File: config.mk
export PLATFORM = sky130hd
export DESIGN_NAME = lcd_rx_flat
export DESIGN_NICKNAME = d
export VERILOG_FILES = /design/src/rtl/lcd_rx_if.sv /design/src/rtl/lcd_rx.sv /design/src/flat_wrapper.sv
export SDC_FILE = /design/constraint.sdc
export NUM_CORES = 1
export LEC_CHECK = 0
export CAP_MARGIN = 20
export CORE_UTILIZATION = 55
export DETAILED_ROUTE_END_ITERATION = 6
export GPL_ROUTABILITY_DRIVEN = 0
export GPL_TIMING_DRIVEN = 0
export PLACE_DENSITY = 0.75
export RECOVER_POWER = 25
export REMOVE_ABC_BUFFERS = 1
export SYNTH_ARGS = -nofsm -noshare
export SYNTH_HDL_FRONTEND = slang
export SYNTH_SLANG_ARGS = --single-unit
File: constraint.sdc
create_clock -name clk -period 4.5 [get_ports clk]
set_input_delay 1.35 -clock clk [delete_from_list [all_inputs] [get_ports clk]]
set_output_delay 1.35 -clock clk [all_outputs]
set_load 0.01 [all_outputs]
File: src/rtl/lcd_rx_if.sv
// ---------------------------------------------------------------------------
// lcd_rx_if -- HD44780-style parallel write bus between an LCD writer and
// the lcd_rx controller model.
//
// Signals:
//   lcd_e     enable strobe; a transfer is taken on its falling edge
//   lcd_rs    0 = instruction, 1 = data
//   lcd_rw    0 = write, 1 = read cycle (ignored by the receiver)
//   lcd_on    panel power; strobes are ignored while 0
//   data_lcd  8-bit data bus
//
// Modports:
//   master  the writer, drives every signal
//   slave   the receiver, samples every signal
// ---------------------------------------------------------------------------
interface lcd_rx_if;
  logic       lcd_e;
  logic       lcd_rs;
  logic       lcd_rw;
  logic       lcd_on;
  logic [7:0] data_lcd;

  modport master (output lcd_e, lcd_rs, lcd_rw, lcd_on, data_lcd);
  modport slave  (input  lcd_e, lcd_rs, lcd_rw, lcd_on, data_lcd);
endinterface

File: src/rtl/lcd_rx.sv
// ---------------------------------------------------------------------------
// lcd_rx -- receive side of a 2x16 character LCD controller. Decodes the
// instruction/data stream written on the LCD bus, keeps the DDRAM address
// counter and a 32-cell shadow of the visible characters, and models the
// controller busy time.
//
// Parameters:
//   BUSY_CYCLES  busy length after any accepted non-clear transfer (>= 1)
//   CLR_CYCLES   busy length after clear-display (>= 32)
//
// Ports:
//   clk         system clock, rising edge
//   rst         synchronous active-high reset
//   bus         lcd_rx_if.slave: lcd_e, lcd_rs, lcd_rw, lcd_on, data_lcd
//   rd_addr     cell select, 0-15 line 1, 16-31 line 2
//   rd_char     character in the selected cell (combinational)
//   disp_on     display-on bit from display control
//   two_line    N bit from function set
//   addr_cnt    DDRAM address counter (AC)
//   busy        controller busy
//   addr_err    sticky: set-DDRAM to a non-existent address
//   overrun     sticky: transfer arrived while busy
//   frame_done  one-cycle pulse when a data write lands in cell 31
//   frame_cnt   count of completed frames
//
// Build option: define LCD_RX_FRAME_EN to enable frame_done/frame_cnt;
// without it both outputs are constant 0.
// ---------------------------------------------------------------------------
module lcd_rx #(
  parameter int BUSY_CYCLES = 2000,
  parameter int CLR_CYCLES  = 82000
) (
  input  logic        clk,
  input  logic        rst,
  lcd_rx_if.slave     bus,
  input  logic [4:0]  rd_addr,
  output logic [7:0]  rd_char,
  output logic        disp_on,
  output logic        two_line,
  output logic [6:0]  addr_cnt,
  output logic        busy,
  output logic        addr_err,
  output logic        overrun,
  output logic        frame_done,
  output logic [15:0] frame_cnt
);

  localparam int MAX_CYCLES = (CLR_CYCLES > BUSY_CYCLES) ? CLR_CYCLES : BUSY_CYCLES;
  localparam int CW         = $clog2(MAX_CYCLES + 1);

  // ST_CLEAR: busy while sweeping 0x20 into the cells; ST_HOLD: plain busy.
  typedef enum logic [1:0] {ST_IDLE, ST_CLEAR, ST_HOLD} state_t;

  state_t        state, state_d;
  logic [CW-1:0] cnt, cnt_d;
  logic [4:0]    clr_idx;

  logic          e_q, rs_q, rw_q, on_q;
  logic [7:0]    data_q;

  logic          inc_dec;
  logic          cgram_mode;
  logic [7:0]    cells [32];

  // AC step with the two-line wrap: 0x27<->0x40 and 0x67<->0x00.
  function automatic logic [6:0] ac_step(input logic [6:0] ac, input logic inc);
    if (inc) begin
      if (ac == 7'h27)      return 7'h40;
      else if (ac == 7'h67) return 7'h00;
      else                  return ac + 7'd1;
    end else begin
      if (ac == 7'h00)      return 7'h67;
      else if (ac == 7'h40) return 7'h27;
      else                  return ac - 7'd1;
    end
  endfunction

  function automatic logic ddram_ok(input logic [6:0] a);
    return (a <= 7'h27) || (a >= 7'h40 && a <= 7'h67);
  endfunction

  // Bus input register; the transfer is taken from these values on the
  // cycle the live strobe is seen low after being high.
  // NOTE: sequential state uses non-blocking assignments so every register
  // samples pre-edge values regardless of statement order.
  always_ff @(posedge clk) begin
    if (rst) begin
      e_q    <= 1'b0;
      rs_q   <= 1'b0;
      rw_q   <= 1'b0;
      on_q   <= 1'b0;
      data_q <= 8'h00;
    end else begin
      e_q    <= bus.lcd_e;
      rs_q   <= bus.lcd_rs;
      rw_q   <= bus.lcd_rw;
      on_q   <= bus.lcd_on;
      data_q <= bus.data_lcd;
    end
  end

  logic strobe, valid, accept, is_clear;
  logic cell_hit, write_cell;
  logic [4:0] cell_sel;

  assign strobe   = e_q & ~bus.lcd_e;
  assign valid    = strobe & ~rw_q & on_q;
  assign accept   = valid & (state == ST_IDLE);
  assign is_clear = ~rs_q & (data_q == 8'h01);
  assign busy     = (state != ST_IDLE);

  // Only AC 0x00-0x0F and 0x40-0x4F map onto visible cells.
  assign cell_hit   = (addr_cnt[6:4] == 3'b000) || (addr_cnt[6:4] == 3'b100);
  assign cell_sel   = {addr_cnt[6], addr_cnt[3:0]};
  assign write_cell = accept & rs_q & ~cgram_mode & cell_hit;

  // Busy FSM ------------------------------------------------------------------
  always_ff @(posedge clk) begin
    if (rst) begin
      state   <= ST_IDLE;
      cnt     <= '0;
      clr_idx <= '0;
    end else begin
      state   <= state_d;
      cnt     <= cnt_d;
      if (state == ST_CLEAR) clr_idx <= clr_idx + 5'd1;
      else                   clr_idx <= '0;
    end
  end

  // NOTE: every always_comb output gets a default first so no path leaves a
  // value unassigned and infers a latch.
  always_comb begin
    state_d = state;
    cnt_d   = cnt;
    case (state)
      ST_IDLE: begin
        if (accept) begin
          state_d = is_clear ? ST_CLEAR : ST_HOLD;
          cnt_d   = is_clear ? CW'(CLR_CYCLES) : CW'(BUSY_CYCLES);
        end
      end
      ST_CLEAR: begin
        cnt_d = cnt - CW'(1);
        if (cnt == CW'(1))          state_d = ST_IDLE;
        else if (clr_idx == 5'd31)  state_d = ST_HOLD;
      end
      ST_HOLD: begin
        cnt_d = cnt - CW'(1);
        if (cnt == CW'(1)) state_d = ST_IDLE;
      end
      default: begin
        state_d = ST_IDLE;
        cnt_d   = '0;
      end
    endcase
  end

  // Instruction / data decode -------------------------------------------------
  // Cursor and blink bits have no observable effect in this model, so only
  // the display-on bit of display control is kept.
  always_ff @(posedge clk) begin
    if (rst) begin
      addr_cnt   <= 7'h00;
      inc_dec    <= 1'b1;
      disp_on    <= 1'b0;
      two_line   <= 1'b0;
      cgram_mode <= 1'b0;
      addr_err   <= 1'b0;
      overrun    <= 1'b0;
    end else if (valid && busy) begin
      overrun <= 1'b1;
    end else if (accept) begin
      if (rs_q) begin
        if (!cgram_mode) addr_cnt <= ac_step(addr_cnt, inc_dec);
      end else begin
        casez (data_q)
          8'b1???????: begin
            if (ddram_ok(data_q[6:0])) addr_cnt <= data_q[6:0];
            else                       addr_err <= 1'b1;
            cgram_mode <= 1'b0;
          end
          8'b01??????: cgram_mode <= 1'b1;
          8'b001?????: two_line   <= data_q[3];
          8'b0001????: if (!data_q[3]) addr_cnt <= ac_step(addr_cnt, data_q[2]);
          8'b00001???: disp_on    <= data_q[2];
          8'b000001??: inc_dec    <= data_q[1];
          8'b0000001?: addr_cnt   <= 7'h00;
          8'b00000001: begin
            addr_cnt   <= 7'h00;
            inc_dec    <= 1'b1;
            cgram_mode <= 1'b0;
          end
          default: ;
        endcase
      end
    end
  end

  // Character cells -----------------------------------------------------------
  // NOTE: the cells are a reset register array rather than a RAM because
  // reset must return every cell to a blank (0x20) immediately.
  always_ff @(posedge clk) begin
    if (rst) begin
      for (int i = 0; i < 32; i++) cells[i] <= 8'h20;
    end else if (state == ST_CLEAR) begin
      cells[clr_idx] <= 8'h20;
    end else if (write_cell) begin
      cells[cell_sel] <= data_q;
    end
  end

  assign rd_char = cells[rd_addr];

  // Frame counter -------------------------------------------------------------
`ifdef LCD_RX_FRAME_EN
  always_ff @(posedge clk) begin
    if (rst) begin
      frame_done <= 1'b0;
      frame_cnt  <= 16'h0000;
    end else begin
      frame_done <= write_cell && (cell_sel == 5'd31);
      if (write_cell && (cell_sel == 5'd31)) frame_cnt <= frame_cnt + 16'd1;
    end
  end
`else
  assign frame_done = 1'b0;
  assign frame_cnt  = 16'h0000;
`endif

endmodule

File: src/flat_wrapper.sv
// flat-port wrapper written by rule: the top's interface ports become plain ports
module lcd_rx_flat 
#(
  parameter int BUSY_CYCLES = 2000,
  parameter int CLR_CYCLES  = 82000
)
  (clk, rst, rd_addr, rd_char, disp_on, two_line, addr_cnt, busy, addr_err, overrun, frame_done, frame_cnt, bus_lcd_e, bus_lcd_rs, bus_lcd_rw, bus_lcd_on, bus_data_lcd);
  lcd_rx_if bus_i ();
  input  logic clk;
  input  logic rst;
  input  logic [4:0] rd_addr;
  output logic [7:0] rd_char;
  output logic disp_on;
  output logic two_line;
  output logic [6:0] addr_cnt;
  output logic busy;
  output logic addr_err;
  output logic overrun;
  output logic frame_done;
  output logic [15:0] frame_cnt;
  input wire logic [$bits(bus_i.lcd_e)-1:0] bus_lcd_e;
  input wire logic [$bits(bus_i.lcd_rs)-1:0] bus_lcd_rs;
  input wire logic [$bits(bus_i.lcd_rw)-1:0] bus_lcd_rw;
  input wire logic [$bits(bus_i.lcd_on)-1:0] bus_lcd_on;
  input wire logic [$bits(bus_i.data_lcd)-1:0] bus_data_lcd;
  assign bus_i.lcd_e = bus_lcd_e;
  assign bus_i.lcd_rs = bus_lcd_rs;
  assign bus_i.lcd_rw = bus_lcd_rw;
  assign bus_i.lcd_on = bus_lcd_on;
  assign bus_i.data_lcd = bus_data_lcd;
  lcd_rx #(.BUSY_CYCLES(BUSY_CYCLES), .CLR_CYCLES(CLR_CYCLES)) u_core (.clk(clk), .rst(rst), .bus(bus_i), .rd_addr(rd_addr), .rd_char(rd_char), .disp_on(disp_on), .two_line(two_line), .addr_cnt(addr_cnt), .busy(busy), .addr_err(addr_err), .overrun(overrun), .frame_done(frame_done), .frame_cnt(frame_cnt));
endmodule
## Word-level counts from Yosys, hierarchy flattened

Memory sizes are Yosys's and may differ from the RTL's.
Index checks and enable logic that the tools add are counted.

| storage, ports and cells | value |
|---|---|
| register bits | 49 |
| RAM bits | 256 |
| output and inout port bits | 37 |
| memories | 1 |

Memory list:

| memory | depth | bits a word | read ports | clocked after Yosys merged registers in | write ports | line | source |
|---|---|---|---|---|---|---|---|
| u_core.cells | 32 | 8 | 1 | 0 | 32 | lcd_rx.sv:63 | `logic [7:0] cells [32];` |

| operators by class | value |
|---|---|
| add/sub/neg operators | 4 |
| order comparisons | 3 |
| eq/ne operators | 21 |
| multiplexer cells | 37 |
| bitwise logic cells | 15 |
| reductions and logical operators | 24 |

Operators by type and width:

| kind | number |
|---|---|
| 7-bit two-way mux | 10 |
| 17-bit two-way mux | 2 |
| 17-bit one-hot mux with 2 select lines | 1 |
| 7-bit one-hot mux with 3 select lines | 1 |
| 17-bit by 1-bit == test with 1-bit output (second input constant) | 1 |
| 17-bit by 1-bit subtractor with 17-bit output (second input constant) | 1 |
| 8-bit two-way mux | 2 |
| 4-bit AND reduction | 4 |
| 8-bit OR reduction | 2 |
| 7-bit == test (second input constant) | 2 |
| 1-bit two-way mux | 11 |
| 2-bit two-way mux | 5 |
| 5-bit two-way mux | 2 |
| 1-bit bitwise AND | 8 |
| 8-bit by 1-bit == test with 1-bit output (second input constant) | 1 |
| 2-bit OR reduction | 4 |
| 7-bit by 1-bit adder with 7-bit output (second input constant) | 1 |
| 7-bit by 1-bit == test with 1-bit output (second input constant) | 1 |
| 7-bit by 6-bit == test with 1-bit output (second input constant) | 1 |
| 7-bit greater-or-equal comparator (second input constant) | 1 |
| 7-bit by 6-bit less-or-equal comparator with 1-bit output (second input constant) | 1 |
| 7-bit less-or-equal comparator (second input constant) | 1 |
| 7-bit logical NOT | 1 |
| 1-bit NOT | 7 |
| 25 further kinds | 33 |

## Depth between registers and ports, before layout

Gate-level depths: netlist of run 1.

| depth | value |
|---|---|
| depth in word-level cells | 14 |
| gate-level depth with buffers | 9 |
| mapped depth without buffers | 8 |

## Worst setup path before layout of run 1

No wires, ideal clock.

| timing path | value |
|---|---|
| kind | input-to-output |
| start | input rd_addr[0] |
| end | output rd_char[0] |
| arrival | 3131 ps |
| path slack | 19 ps |
| stages on the path | 5 |
| buffers on the path | 2 |
| cell sequence | buf_2 > buf_2 > mux4_2 > mux4_2 > mux2_2 |

| on the way | value |
|---|---|
| longest elaborated chain between the ends | 1 |

Ends and longest elaborated chain:

| what | line | source |
|---|---|---|
| from (decl) | flat_wrapper.sv:11 | `input logic [4:0] rd_addr;` |
| memory read 32 x 8 bit | n/a |  |
| to (decl) | flat_wrapper.sv:12 | `output logic [7:0] rd_char;` |

No other way between the ends.

## Worst setup path after layout of run 1

Same ends and word-level chain as after synthesis.

==> summary.txt, run 1 <==
Post-Route Setup TNS: -496 ps
CTS tree: done
leading cell types in the layout, fill and taps excluded: nor2_1, edfxtp_1, mux4_2
post-place setup slack: -1060 ps
Pwr Total: 6.55 mW
ys async rst share: 0%
I/O Buffers: 38
die span in y: 164 µm
VDD IR max: 430 µV
global-route wire length before repair: 52900 µm
synthesized instance count: 1143
clk root buf: clkbuf_16
most common cell after layout, fill and taps aside: nor2_1
DR vias: 9546
Critical Path Max Stage Delay: 540 ps
core area: 26000 µm²
CP Launch Type: primary input
All-Layer GR Usage: 26.1%
post-synthesis sequential area ratio: 59.7%
total gr overflow: 0
status: finished, violations left
routed length per placed instance: 22.4 µm
fraction of final layout cells sized beyond drive strength 1: 16.2%
Max Fclk: 217 MHz
starting density of the core: 55.9%
worst endpoint required time: 3150 ps
Rel. slew slack: 13.9%
Residual DRC: 0
Worst setup endpoint: rd_char[0]
RSZ-0062 raised after global routing: yes
pwr dens: 393 nW/µm²
hold crit path type: register to register
first drt pass iteration count: 5
area leader, netlist: edfxtp_1
Netlist cell types: 66
R2R Path End: u_core.cells[1][0]
Num CTS Buffers: 31
Final setup viols: 8
Filler Cell Count: 1899
DRT iter0 DRCs: 1077
Fin. Hold Viols: 0
CP Launch Point: rd_addr[0]
P_leak: 5.49 nW
Crit Path Max Fanout: 6
number of synthesized flops with an enable pin: 256
Design Area, Final: 16700 µm²
Seq cells post-synth: 305
Max-Cap Viols: 0
DRT antenna net count: 0
post-layout minimum cycle time: 4600 ps
Setup CP Type: primary input to output port
# rows: 59
clock slew seen by the registers of the worst setup and hold paths: 60 ps
dominant cells by area after synthesis: edfxtp_1, mux4_2, nor2_1, dfxtp_1, nand2b_1
crit path cell chain: buf_16 > buf_16 > buf_6 > mux4_2 > mux4_2 > mux2_4 > buf_6
largest net degree at the start of global routing: 65
clock sink count: 305
vias per cell: 6.27
vias in the first global route: 9167
R2R depth: 7
CTS Buffer Depth: 3
H-tree Lvls: 1
r2r setup slk: 890 ps
post-synth top area share: 53.0%
die width: 164 µm
cell area after synthesis: 14500 µm²
Worst setup EP type: output port
Post-DP Area: 15200 µm²
Post-Route WL: 34000 µm
data arrival time of the critical path: 3250 ps
final net count: 1193
n_diodes: 0
latest clock arrival within the worst-skew pair: 580 ps
Synth Area per Inst: 12.7 µm²
Post-synth top flop: edfxtp_1
I/O pin count: 56
warnings from Yosys: 0
antenna violations before repair: 0
R2R Path Start: u_core.state[0]
PnR worst setup slack: -102 ps
Hold WS: 483 ps
Layout area overhead: 14.7%
Post-DP HPWL: 21500 µm
Die ar.: 27000 µm²
Slew @ Worst Pin: 1290 ps
Clock Skew: 14.2 ps
CP max-delay cell: mux4_2
final slew viol count: 0
Final Cycle Share: 102%
failing checks: negative setup slack
final cells by class:
class | count | area [µm²] | share of cell area, %
sequential | 305 | 8670 | 52.0
multi-input combinational | 744 | 5450 | 32.7
timing repair buffer | 68 | 975 | 5.85
clock buffer | 40 | 850 | 5.10
tap | 335 | 419 | 2.52
clock inverter | 16 | 239 | 1.43
inverter | 14 | 52.6 | 0.316
per-stage QoR:
stage,utilization (%),cells
global route,64.1,1522
detailed placement,58.3,1446
floorplan,-,1063
CTS,64.1,1520
global placement,57.5,1436
finish,64.1,1522
Yosys cell counts, drive strengths merged (5+ instances only):
library cell / count
ha: 10
buf: 31
and2: 6
xor2: 9
mux4: 80
nand3: 47
nor3: 18
a31oi: 9
nor2b: 19
dfxtp: 49
o21ai: 18
clkbuf: 65
nor4: 9
edfxtp: 256
nor2: 265
mux2: 11
xnor2: 6
a21oi: 23
nand2b: 41
o31ai: 5
mux2i: 14
inv: 13
a211oi: 7
nand4: 24
nand2: 47
routing by layer:
layer | vias to the layer above | wire length, µm | global-route usage (%)
li1 | 4279 | - | -
met1 | 4712 | 13500 | 35.1
met2 | 478 | 16800 | 43.4
met3 | 77 | 2520 | 3.49
met4 | 0 | 1250 | 9.88
met5 | - | 0 | 0
worst max-delay path, delay by kind of cell:
kind     cells  cell delay, ps
buf+inv      4             510
mux          3            1370
logic make-up (layout without fill, tap and decap cells):
family / Yosys count / in the layout / synth area share [%]
simple gates: 504 / 504 / 16.4
flops: 305 / 305 / 59.7
buf+inv: 110 / 138 / 3.39
mux: 105 / 105 / 14.3
compound gates: 93 / 93 / 4.35
xor+xnor: 15 / 15 / 0.905
fa+ha+maj: 10 / 10 / 0.862
other cells: 1 / 17 / 0.0258
flip-flops by register name, summed over array words and instances, names as in the netlist:
| name | flops |
|---|---|
| u_core.addr_cnt | 7 |
| u_core.addr_err | 1 |
| u_core.cells | 256 |
| u_core.cgram_mode | 1 |
| u_core.clr_idx | 5 |
| u_core.cnt | 17 |
| u_core.data_q | 8 |
| u_core.disp_on | 1 |
| u_core.e_q | 1 |
| u_core.inc_dec | 1 |
| u_core.on_q | 1 |
| u_core.overrun | 1 |
| u_core.rs_q | 1 |
| u_core.rw_q | 1 |
| u_core.state | 2 |
| u_core.two_line | 1 |
worst min-delay path by stage:
stage	end	cells after the start	start	slack (ps)
floorplan	u_core.cnt[4]	2	u_core.cnt[4]	450
global placement	u_core.overrun	2	u_core.overrun	450
detailed placement	u_core.overrun	2	u_core.overrun	470
CTS	u_core.overrun	2	u_core.overrun	490
global route	u_core.cnt[4]	2	u_core.cnt[4]	530
finish	u_core.overrun	2	u_core.overrun	480
what timing repair did:
action,4_1_cts,5_1_grt
setup endpoints to repair,104,24
hold buffers,0,0
cloned,6,0
pin swaps,1,0
setup buffers,12,0
endpoints found under the hold margin,0,0
resized for setup,73,4
where the power goes:
| part | internal (mW) | switching, mW | total, mW |
|---|---|---|---|
| clock network | 1.67 | 1.07 | 2.74 |
| logic | 0.268 | 0.334 | 0.602 |
| registers | 3.15 | 0.0576 | 3.21 |
Power figures use the tool's default switching activity.
==> run 2: changes to the inputs <==
CORE_MARGIN = 2   (was default)
==> summary.txt, run 2 (synthesis results as in run 1) <==
Reg with most FFs: u_core.cells
I/O pin count: 56
Worst setup EP type: output port
CTS Buffer Depth: 3
Design Area, Final: 16800 µm²
Num CTS Buffers: 31
Rel. slew slack: 13.4%
worst endpoint required time: 3150 ps
final slew viol count: 0
DRT antenna net count: 0
largest net degree at the start of global routing: 65
Die ar.: 27700 µm²
post-layout util: 64.6%
CP Launch Point: rd_addr[0]
R2R Path Start: u_core.addr_cnt[4]
Clock Skew: 25.5 ps
global-route wire length before repair: 55600 µm
biggest regs: u_core.cells x256, u_core.cnt x17, u_core.data_q x8
status: finished, violations left
core area: 26000 µm²
data arrival time of the critical path: 3210 ps
most common cell after layout, fill and taps aside: nor2_1
die width: 166 µm
Hold WS: 471 ps
DR vias: 9686
Layout area overhead: 15.6%
Post-DP HPWL: 21900 µm
clk root buf: clkbuf_16
PnR worst setup slack: -61.4 ps
RSZ-0062 raised after global routing: yes
Fin. Hold Viols: 0
total gr overflow: 0
leading cell types in the layout, fill and taps excluded: nor2_1, edfxtp_1, mux4_2
Post-DP Area: 15200 µm²
pwr dens: 400 nW/µm²
All-Layer GR Usage: 25.7%
die span in y: 166 µm
Met2 Routed Length: 17300 µm
DRT iter0 DRCs: 1228
Residual DRC: 0
Post-Route WL: 35300 µm
Final Cycle Share: 101%
# rows: 59
H-tree Lvls: 1
hold crit path type: register to register
first drt pass iteration count: 5
failing checks: negative setup slack
Filler Cell Count: 1904
VDD IR max: 364 µV
clock sink count: 305
vias per cell: 6.33
Slew @ Worst Pin: 1300 ps
Final setup viols: 3
max reg flops: 256
hold path cells: 2
routed length per placed instance: 23.1 µm
CTS tree: done
register area: 8670 µm²
DR top layer: met4
WL met3: 2980 µm
Max Fclk: 219 MHz
hold path start: u_core.overrun
Crit Path Max Fanout: 5
fraction of final layout cells sized beyond drive strength 1: 16.9%
Multi-input gate area: 5450 µm²
latest clock arrival within the worst-skew pair: 590 ps
clock slew seen by the registers of the worst setup and hold paths: 60 ps
starting density of the core: 55.9%
P_leak: 5.56 nW
antenna violations before repair: 0
Max-Cap Viols: 0
vias in the first global route: 9667
Setup CP Type: primary input to output port
CP Launch Type: primary input
Met1 Routed Length: 14000 µm
n_diodes: 0
I/O Buffers: 38
final net count: 1200
post-layout minimum cycle time: 4560 ps
R2R depth: 7
[run 2: power breakdown]
group	internal, mW	total, mW	switching, mW	leakage [nW]
clock	1.79	2.90	1.11	0.573
combinational	0.274	0.614	0.340	2.06
sequential	3.15	3.20	0.0581	2.93
total	5.21	6.72	1.51	5.56
[run 2: final timing paths]
path / endpoint / slack [ps]
worst max-delay path: rd_char[4] / -60
worst min-delay path: u_core.overrun / 470
worst max register to register: u_core.cells[21][0] / 820
worst min register to register: u_core.overrun / 470
[run 2: repair_timing]
action                     in CTS  in global routing
gates cloned                    8                  0
hold buffers                    0                  0
pin swaps                       1                  0
setup endpoints to repair     112                 64
gates resized for setup        71                  2
setup buffers                  14                  1
[run 2: per-stage QoR]
| stage | TNS, ps | total power, mW | setup slack (ps) | instances |
|---|---|---|---|---|
| finish | -119 | 6.72 | -61.4 | 1531 |
| detailed placement | -145630 | 3.82 | -989 | 1448 |
| floorplan | 0 | 3.60 | 346 | 1063 |
| global placement | -1061970 | 3.81 | -4310 | 1436 |
| global route | -1780 | 6.91 | -88.0 | 1531 |
| CTS | -142 | 6.73 | -41.5 | 1528 |
[run 2: critical path, stage by stage]
cell and delay [ps]:
buf_16 120, buf_8 140, buf_6 110, mux4_2 520, mux4_2 520, mux2_4 320, buf_6 130
[run 2: routing by layer]
layer | track usage [%] | vias up
met4 | 6.56 | 0
li1 | - | 4288
met2 | 42.8 | 536
met1 | 35.7 | 4781
met3 | 4.16 | 81
met5 | 0 | -
[run 2: area by class of cell]
type	instances	share of cell area, %
clock buffers	36	4.98
flip-flops and latches	305	51.7
multi-input cells	744	32.5
repair buffers	75	6.16
clock inverters	22	1.90
inverters	14	0.313
well taps	335	2.50
==> run 3: changes to the inputs <==
GPL_TIMING_DRIVEN = 1   (was 0)
==> summary.txt, run 3 (synthesis results as in run 1) <==
status: finished, violations left
failing checks: design-rule violations, max-capacitance violations, max-slew violations, negative setup slack
DRT antenna net count: 0
first drt pass iteration count: 7
Num CTS Buffers: 30
Setup CP Type: primary input to output port
I/O pin count: 56
clock slew seen by the registers of the worst setup and hold paths: 60 ps
vias per cell: 6.53
CP max-delay cell: mux4_2
antenna violations before repair: 1
R2R depth: 7
CP Launch Type: primary input
r2r setup slk: 1080 ps
pwr dens: 388 nW/µm²
Worst setup EP type: output port
Rel. slew slack: -116%
vias in the first global route: 9591
Fin. Hold Viols: 0
# rows: 59
leading cell types in the layout, fill and taps excluded: nor2_1, edfxtp_1, mux4_2
Reg with most FFs: u_core.cells
Clock Skew: 39.9 ps
H-tree Lvls: 1
PnR worst setup slack: -11.1 ps
Hold WS: 472 ps
Post-DP HPWL: 25900 µm
data arrival time of the critical path: 3160 ps
post-layout minimum cycle time: 4510 ps
RSZ-0062 raised after global routing: yes
Filler Cell Count: 1870
Max-Cap Viols: 2
total gr overflow: 0
die width: 166 µm
routed length per placed instance: 25.2 µm
post-layout util: 63.8%
Slew @ Worst Pin: 3230 ps
latest clock arrival within the worst-skew pair: 600 ps
hold path cells: 2
worst endpoint required time: 3150 ps
DRT iter0 DRCs: 1355
Residual DRC: 1
hold endpoint: u_core.overrun
global-route wire length before repair: 59100 µm
I/O Buffers: 38
die span in y: 166 µm
VDD IR max: 369 µV
CP Launch Point: rd_addr[0]
clock sink count: 305
P_leak: 5.44 nW
CP top delay family: multiplexers
All-Layer GR Usage: 28.2%
Die ar.: 27700 µm²
R2R Path Start: u_core.state[0]
crit path cell chain: buf_16 > buf_16 > buf_8 > mux4_2 > mux4_2 > mux2_4 > buf_6
starting density of the core: 55.9%
hold crit path type: register to register
fraction of final layout cells sized beyond drive strength 1: 17.7%
biggest regs: u_core.cells x256, u_core.cnt x17, u_core.data_q x8
Post-Route WL: 38900 µm
max reg flops: 256
final slew viol count: 106
most common cell after layout, fill and taps aside: nor2_1
CTS Buffer Depth: 3
R2R Path End: u_core.cells[12][2]
clk root buf: clkbuf_16
CTS tree: done
DR vias: 10100
Final setup viols: 3
n_diodes: 0
Hold Buf Count CTS: 0
core area: 26000 µm²
final net count: 1218
Max Fclk: 222 MHz
Critical Path Max Stage Delay: 500 ps
Crit Path Max Fanout: 6
largest net degree at the start of global routing: 73
CP bufs+invs: 4
Layout area overhead: 14.2%
Final Cycle Share: 100%
hold path start: u_core.overrun
run 3: layout make-up:
cell class	instances	area [µm²]	area share (%)
Multi-Input combinational cell	744	5430	32.8
Tap cell	335	419	2.53
Clock inverter	24	279	1.68
Timing Repair Buffer	94	976	5.89
Clock buffer	31	754	4.55
Sequential cell	305	8670	52.3
Inverter	14	52.6	0.317
run 3: per-layer routing:
metal  part of all wire, %  wire (µm)  GRT usage, %  up-vias
li1                      -          -             -     4313
met1                    36      14100          40.0     4899
met2                    47      18200          43.9      776
met3                    13       4890          5.92      110
met4                   4.2       1650          9.75        2
met5                 0.028         11             0        -
run 3: per-stage QoR:
step | setup TNS [ps] | setup slack (ps) | std cells | area (µm²) | total power, mW
global route | -339 | -43.9 | 1547 | 16600 | 6.61
floorplan | 0 | 346 | 1063 | 14100 | 3.60
detailed placement | -3400 | -450 | 1480 | 15300 | 3.83
global placement | -3180 | -419 | 1480 | 15300 | 3.82
finish | -20.2 | -11.1 | 1547 | 16600 | 6.44
CTS | -26.9 | -17.3 | 1545 | 16600 | 6.44
run 3: worst max-delay path by stage:
stage	endpoint	slack, ps	cells after the start
2_1_floorplan	u_core.cells[0][0]	350	5
3_3_place_gp	rd_char[7]	-420	6
3_5_place_dp	rd_char[3]	-450	6
4_1_cts	rd_char[5]	-20	7
5_1_grt	rd_char[5]	-40	7
6_report	rd_char[5]	-10	7
run 3: power by group:
| group | internal, mW | switching (mW) |
|---|---|---|
| Combinational | 0.264 | 0.315 |
| Clock | 1.51 | 1.11 |
| Sequential | 3.15 | 0.0834 |
run 3: worst register-to-register path, cell delays in order (launching register included):
cell      delay [ps]
dfxtp_1          380
inv_1             80
ha_1             360
nand4_1          140
clkbuf_1         660
mux2i_2          600
nand3_1          420
nand2b_1         480
run 3: what timing repair did:
item	CTS	global route
setup endpoints to repair	8	6
setup buffers	7	2
hold endpoints to repair	0	0
resized for setup	58	5
pin swaps	0	0
gates cloned	3	0
